$ cat src/rtl/cpu_core_param.sv
// cpu_core_param: parametrised multicycle CPU with handshaked instruction/data memories.
// States FETCH -> EXEC -> (MEM) -> FETCH; HALT is terminal until reset.
module cpu_core_param #(
    parameter int DATA_W  = 16,
    parameter int PC_W    = 6,
    parameter int DADDR_W = 6
) (
    input  logic               clk_main,
    input  logic               reset,
    output logic               imem_req,
    output logic [PC_W-1:0]    imem_addr,
    input  logic [15:0]        imem_data,
    input  logic               imem_ready,
    output logic               dmem_re,
    output logic               dmem_we,
    output logic [DADDR_W-1:0] dmem_addr,
    output logic [DATA_W-1:0]  dmem_wdata,
    input  logic [DATA_W-1:0]  dmem_rdata,
    input  logic               dmem_ready,
    output logic               halted,
    output logic [PC_W-1:0]    pc
);
    typedef enum logic [1:0] {FETCH, EXEC, MEM, HALT} state_t;

    state_t              state, state_nx;
    logic [PC_W-1:0]     pc_q, pc_nx;
    logic [15:0]         ir;
    logic                z, z_nx;
    logic [DATA_W-1:0]   regs [16];
    logic [DADDR_W-1:0]  maddr;
    logic [DATA_W-1:0]   mwdata;
    logic                rf_we;
    logic [DATA_W-1:0]   rf_wd, alu, ra, rb;
    logic [PC_W-1:0]     off;

    logic [3:0] op, dr, sa, sb;
    assign {op, dr, sa, sb} = ir;
    assign ra  = regs[sa];
    assign rb  = regs[sb];
    // 8-bit branch offset {DR,SB}, sign-extended then fitted to the PC width
    assign off = PC_W'({{PC_W{ir[11]}}, dr, sb});

    always_comb begin
        alu = '0;
        case (op)
            4'd0:    alu = ra + rb;
            4'd1:    alu = ra - rb;
            4'd2:    alu = ra & rb;
            4'd3:    alu = ra | rb;
            4'd4:    alu = ra ^ rb;
            4'd5:    alu = ra + {{(DATA_W-4){1'b0}}, sb};
            default: alu = '0;
        endcase
    end

    always_comb begin
        state_nx = state;
        pc_nx    = pc_q;
        z_nx     = z;
        rf_we    = 1'b0;
        rf_wd    = alu;
        case (state)
            FETCH: begin
                if (imem_ready) begin
                    state_nx = EXEC;
                    pc_nx    = pc_q + PC_W'(1);
                end
            end
            EXEC: begin
                state_nx = FETCH;
                if (op <= 4'd5) begin
                    rf_we = 1'b1;
                    z_nx  = (alu == '0);
                end else if (op == 4'd8) begin
                    pc_nx = z ? pc_q + off : pc_q;
                end else if (op == 4'd9) begin
                    pc_nx = ra[PC_W-1:0];
                end else if (op == 4'd6 || op == 4'd7) begin
                    state_nx = MEM;
                end else if (op == 4'hF && dr == 4'hF) begin
                    state_nx = HALT;
                end
            end
            MEM: begin
                if (dmem_ready) begin
                    state_nx = FETCH;
                    if (op == 4'd6) begin
                        rf_we = 1'b1;
                        rf_wd = dmem_rdata;
                        z_nx  = (dmem_rdata == '0);
                    end
                end
            end
            default: state_nx = HALT;
        endcase
    end

    always_ff @(posedge clk_main or posedge reset) begin
        if (reset) begin
            state  <= FETCH;
            pc_q   <= '0;
            ir     <= '0;
            z      <= 1'b0;
            maddr  <= '0;
            mwdata <= '0;
            for (int i = 0; i < 16; i++) regs[i] <= '0;
        end else begin
            state <= state_nx;
            pc_q  <= pc_nx;
            z     <= z_nx;
            if (state == FETCH && imem_ready) ir <= imem_data;
            // address and store data frozen for the whole MEM handshake
            if (state == EXEC) begin
                maddr  <= ra[DADDR_W-1:0];
                mwdata <= rb;
            end
            if (rf_we) regs[dr] <= rf_wd;
        end
    end

    assign imem_req   = (state == FETCH);
    assign imem_addr  = pc_q;
    assign dmem_re    = (state == MEM) && (op == 4'd6);
    assign dmem_we    = (state == MEM) && (op == 4'd7);
    assign dmem_addr  = maddr;
    assign dmem_wdata = mwdata;
    assign halted     = (state == HALT);
    assign pc         = pc_q;
endmodule

$ cat config.mk
export PLATFORM = sky130hd
export DESIGN_NAME = cpu_core_param
export DESIGN_NICKNAME = d
export VERILOG_FILES = /design/src/rtl/cpu_core_param.sv
export SDC_FILE = /design/constraint.sdc
export NUM_CORES = 1
export LEC_CHECK = 0
export CAP_MARGIN = 20
export CORE_MARGIN = 2
export CORE_UTILIZATION = 49
export CTS_BUF_LIST = sky130_fd_sc_hd__clkbuf_2 sky130_fd_sc_hd__clkbuf_4 sky130_fd_sc_hd__clkbuf_8
export DETAILED_ROUTE_END_ITERATION = 10
export GPL_TIMING_DRIVEN = 0
export PLACE_DENSITY = 0.67
export REMOVE_ABC_BUFFERS = 1
export SLEW_MARGIN = 20
export SYNTH_ARGS = -nofsm -noshare
export SYNTH_HDL_FRONTEND = slang
export SYNTH_SLANG_ARGS = --single-unit
$ cat constraint.sdc
create_clock -name clk_main -period 13 [get_ports clk_main]
set_input_delay 2.6 -clock clk_main [delete_from_list [all_inputs] [get_ports clk_main]]
set_output_delay 2.6 -clock clk_main [all_outputs]
set_load 0.005 [all_outputs]
==> reports/results.env <==
POSTSYNTH.TOPFLOPCELL='sky130_fd_sc_hd__dfrtp_1'
SYNTH_COMMONEST_CELLS='sky130_fd_sc_hd__nand2_1 (322), sky130_fd_sc_hd__dfrtp_1 (303), sky130_fd_sc_hd__o21ai_0 (267)'
FINAL_PERIOD_MINUS_WORST_SETUP_SLACK_PS=6630
TIMING.SLEW.HEADROOM=0.194
MAX_CAP_VIOLATIONS=0
H-TREE-DEPTH=2
WORSTPATHMAXFANOUT=19
WORSTSETUPSTARTPOINT='ir[3]$_DFFE_PP0P_'
CP-END-KIND='flip-flop'
CTS_BUFFERS=52
TOTAL_SETUP_VIOLATIONS_REPORTED_AT_THE_END_OF_THE_FLOW=0
MOST_FREQUENTLY_USED_CELL_TYPE_IN_THE_POST_SYNTHESIS_NETLIST='sky130_fd_sc_hd__nand2_1'
HP-CLASS='flip-flop to flip-flop'
GRT.TOTAL_USAGE=0.273
SYNTH_ENABLE_FLOP_CELLS=0
DETAILEDROUTE.FIRSTITERATIONVIOLATIONS=1364
CTS.REPORTEDPATHS.CLKPINSLEW_PS=70
ROWS=69
PORT_BUFFERS=73
CORE_REGION_AREA_UM2=35600
YS_SEQ_ELEMENTS=303
TIMING.CRITICAL_PATH.ARRIVAL_PS=7070
POSTSYNTHAREAPERCELL_UM2=10.8
CRITPATHSLOWESTCELL='sky130_fd_sc_hd__dfrtp_1'
DRT-TOTAL-WL_UM=51200
STARTPOINT_OF_THE_MOST_CRITICAL_HOLD_PATH='regs[19]$_DFFE_PP0P_'
POSTCTSHOLDBUFS=0
GLOBALROUTE.TOTALOVERFLOW=0
ROUTE.DETAILED.VIAS_PER_INST=6.29
GP_ROUTABILITY_CONGESTION=0.945
PERIOD_SHARE=0.510
SUMMED_INSTANCE_AREA_OF_THE_SYNTHESIZED_NETLIST_UM2=17700
PLACEMENT.SETUP.WORST_SLACK_PS=6530
CRITPATHMAXSTAGEDELAY_PS=960
AVGROUTEDWIREPERCELL_UM=23.7
YS_ASYNC_SR_FRACTION=1.00
SYNTH_TOP_AREA_FRAC=0.429
SYNTHDISTINCTLIBCELLS=77
CLOCK_TREE.ROOT_CELL='sky130_fd_sc_hd__clkbuf_8'
DETAIL-ROUTE-ANTENNA-NETS=0
ANTENNA-DIODE-COUNT=0
LAYOUT.FILLER_CELLS=3001
FINAL_CELL_AREA_UM2=20200
WORST-PATH-BUF-INV=0
TIGHTEST_SLEW_PS=1200
INITIAL_CORE_UTIL=0.497
DIE_H_UM=194
SYNTH_TOP_AREA_CELL='sky130_fd_sc_hd__dfrtp_1'
DRIVE_GT1_FRAC=0.216
FINAL_NET_COUNT=1759
P_LEAK_nW=8.56
CLK_LATENCY_PS=610
GRT_MAX_DEGREE=110
R2R_PATH_START='ir[3]$_DFFE_PP0P_'
CTSLONGESTPATHBUFFERS=3
CTS_POST_SETUP_BUFFERS_INSERTED=0
GRT_FIRST_PASS_WIRELENGTH_UM=78300
DIE-AREA_UM2=37600
SYNTH.YOSYS.WARNINGS=0
CHIPWIDTH_UM=194
CRITPATHREQUIREDTIME_PS=13440
FINAL-MAX-SLEW-VIOLATION-COUNT=0
CRITICALPATHCATEGORY='flip-flop to flip-flop'
DRC=0
SETUP_WS_PS=6370
CTS-RESIZED-GATES=0
TIMING_HOLD_VIOLATIONS_FINAL=0
DPL_CELL_AREA_UM2=19000
YOSYSSEQAREASHARE=0.429
NUMBER_OF_ANTENNA_VIOLATIONS_AT_THE_FIRST_CHECK_IN_GLOBAL_ROUTING=0
IO_PINS=74
FIN_WORST_SKEW_PS=21.0
STATUS='finished clean'
CRITPATHLAUNCHTYPE='flip-flop'
SYNTH.TOP_CELLS.BY_AREA='sky130_fd_sc_hd__dfrtp_1 (43%), sky130_fd_sc_hd__mux4_2 (17%), sky130_fd_sc_hd__o21ai_0 (7.6%)'
MAX_FREQ_MHz=151
RSZ_0062_RAISED_AFTER_GLOBAL_ROUTING='false'
CTS_TREE='built'
HPWL_UM=34200
CRITICAL-PATH-TOP-DELAY-FAMILY='simple AND/OR/NAND/NOR gates'
AREA_GROWTH_SYN_TO_LAYOUT_PCT=14.2
CLOCK-SINKS=303
FIRST_GLOBAL_VIAS=13300
MAX-VDD-IR-DROP_uV=310
DRT_PASS1_ITERATIONS=7
VIAS=13600
TIMING.CRITICAL_PATH.CELLS='nor2_1 > a22oi_1 > nand2_1 > or4_4 > nor4_1 > mux2i_1 > o22ai_1 > ha_1 > a21o_1 > or4_1 > nor3_1 > o31ai_1 > xnor2_1 > nand3_1 > nor3b_2 > o22ai_2 > o21ai_0'
P_PER_AREA_nW_PER_UM2=180
POST_SYNTH_INST_COUNT=1641
-- path summary, 6_finish.rpt --
check	endpoint	slack, ps	cells past startpoint
max in group asynchronous	ir[5]$_DFFE_PP0P_	9690	3
min in group asynchronous	regs[93]$_DFFE_PP0P_	2380	2
setup reg to reg	regs[255]$_DFFE_PP0P_	6370	17
setup / recovery	regs[255]$_DFFE_PP0P_	6370	17
hold / removal	regs[19]$_DFFE_PP0P_	500	2
hold reg to reg	regs[19]$_DFFE_PP0P_	500	2
-- state kept, by name (all words and copies together) (netlist names) --
name / flops
regs: 256
dmem_wdata: 16
ir: 16
dmem_addr: 6
imem_addr: 6
state: 2
z: 1
-- layer usage --
metal	wire length, um	up-vias	part of all wire	global-route usage
met2	22800	639	0.45	0.410
met3	4280	142	0.084	0.0522
met1	21900	6805	0.43	0.391
met5	0	-	0	0
li1	-	6010	-	-
met4	2240	0	0.044	0.114
-- cell usage in the layout (no fill, tap or decap), types with 39 or more instances in the layout --
master                              n
sky130_fd_sc_hd__nand2_1          310
sky130_fd_sc_hd__clkbuf_8          63
sky130_fd_sc_hd__inv_1             45
sky130_fd_sc_hd__dfrtp_1          296
sky130_fd_sc_hd__mux2_2            43
sky130_fd_sc_hd__ha_1              60
sky130_fd_sc_hd__mux4_2           136
sky130_fd_sc_hd__clkdlybuf4s50_1   73
sky130_fd_sc_hd__o21ai_0          266
sky130_fd_sc_hd__a21oi_1           39
-- cell type report --
class	count	area [um2]	area share
clock buffers	81	1000	0.0496
flip-flops and latches	303	7600	0.376
repair buffers	97	1280	0.0636
multi-input cells	1158	9430	0.467
well taps	461	577	0.0286
inverters	48	188	0.00929
clock inverters	14	110	0.00545
-- kinds of logic after synthesis --
kind of cell	after synthesis	share of synthesized area
XOR/XNOR	19	0.00941
AO/OA/AOI/OAI	414	0.138
multiplexers	210	0.225
AND/OR/NAND/NOR	452	0.110
adder cells (fa/ha/maj)	63	0.0454
flip-flops	303	0.429
buffers and inverters	180	0.0442
-- worst register-to-register path, stage by stage, from the launching register on --
cell                      delay, ps
sky130_fd_sc_hd__dfrtp_1        960
sky130_fd_sc_hd__nor2_1         550
sky130_fd_sc_hd__a22oi_1        340
sky130_fd_sc_hd__nand2_1        320
sky130_fd_sc_hd__or4_4          670
sky130_fd_sc_hd__nor4_1         380
sky130_fd_sc_hd__mux2i_1        260
sky130_fd_sc_hd__o22ai_1        130
sky130_fd_sc_hd__ha_1           390
sky130_fd_sc_hd__a21o_1         210
sky130_fd_sc_hd__or4_1          390
sky130_fd_sc_hd__nor3_1         280
sky130_fd_sc_hd__o31ai_1        170
sky130_fd_sc_hd__xnor2_1        200
sky130_fd_sc_hd__nand3_1         90
sky130_fd_sc_hd__nor3b_2        180
sky130_fd_sc_hd__o22ai_2        740
sky130_fd_sc_hd__o21ai_0        230
-- stage by stage --
| stage | hold WS (ps) | power (W) | utilization | std cells | setup TNS [ps] |
|---|---|---|---|---|---|
| 4_1_cts | 502 | 0.00363 | 0.567 | 2162 | 0 |
| 6_report | 497 | 0.00363 | 0.568 | 2162 | 0 |
| 3_5_place_dp | 488 | 0.00271 | 0.536 | 2067 | 0 |
| 2_1_floorplan | 458 | 0.00214 | - | 1509 | 0 |
| 5_1_grt | 521 | 0.00381 | 0.568 | 2162 | 0 |
| 3_3_place_gp | 472 | 0.00260 | 0.517 | 2043 | -459850 |
-- power breakdown --
part           switching (W)  leakage (nW)  internal (W)
registers           0.000246          4.17       0.00107
logic               0.000769          3.80      0.000633
clock network       0.000403         0.596      0.000512
(Power assumes the default switching activity.)
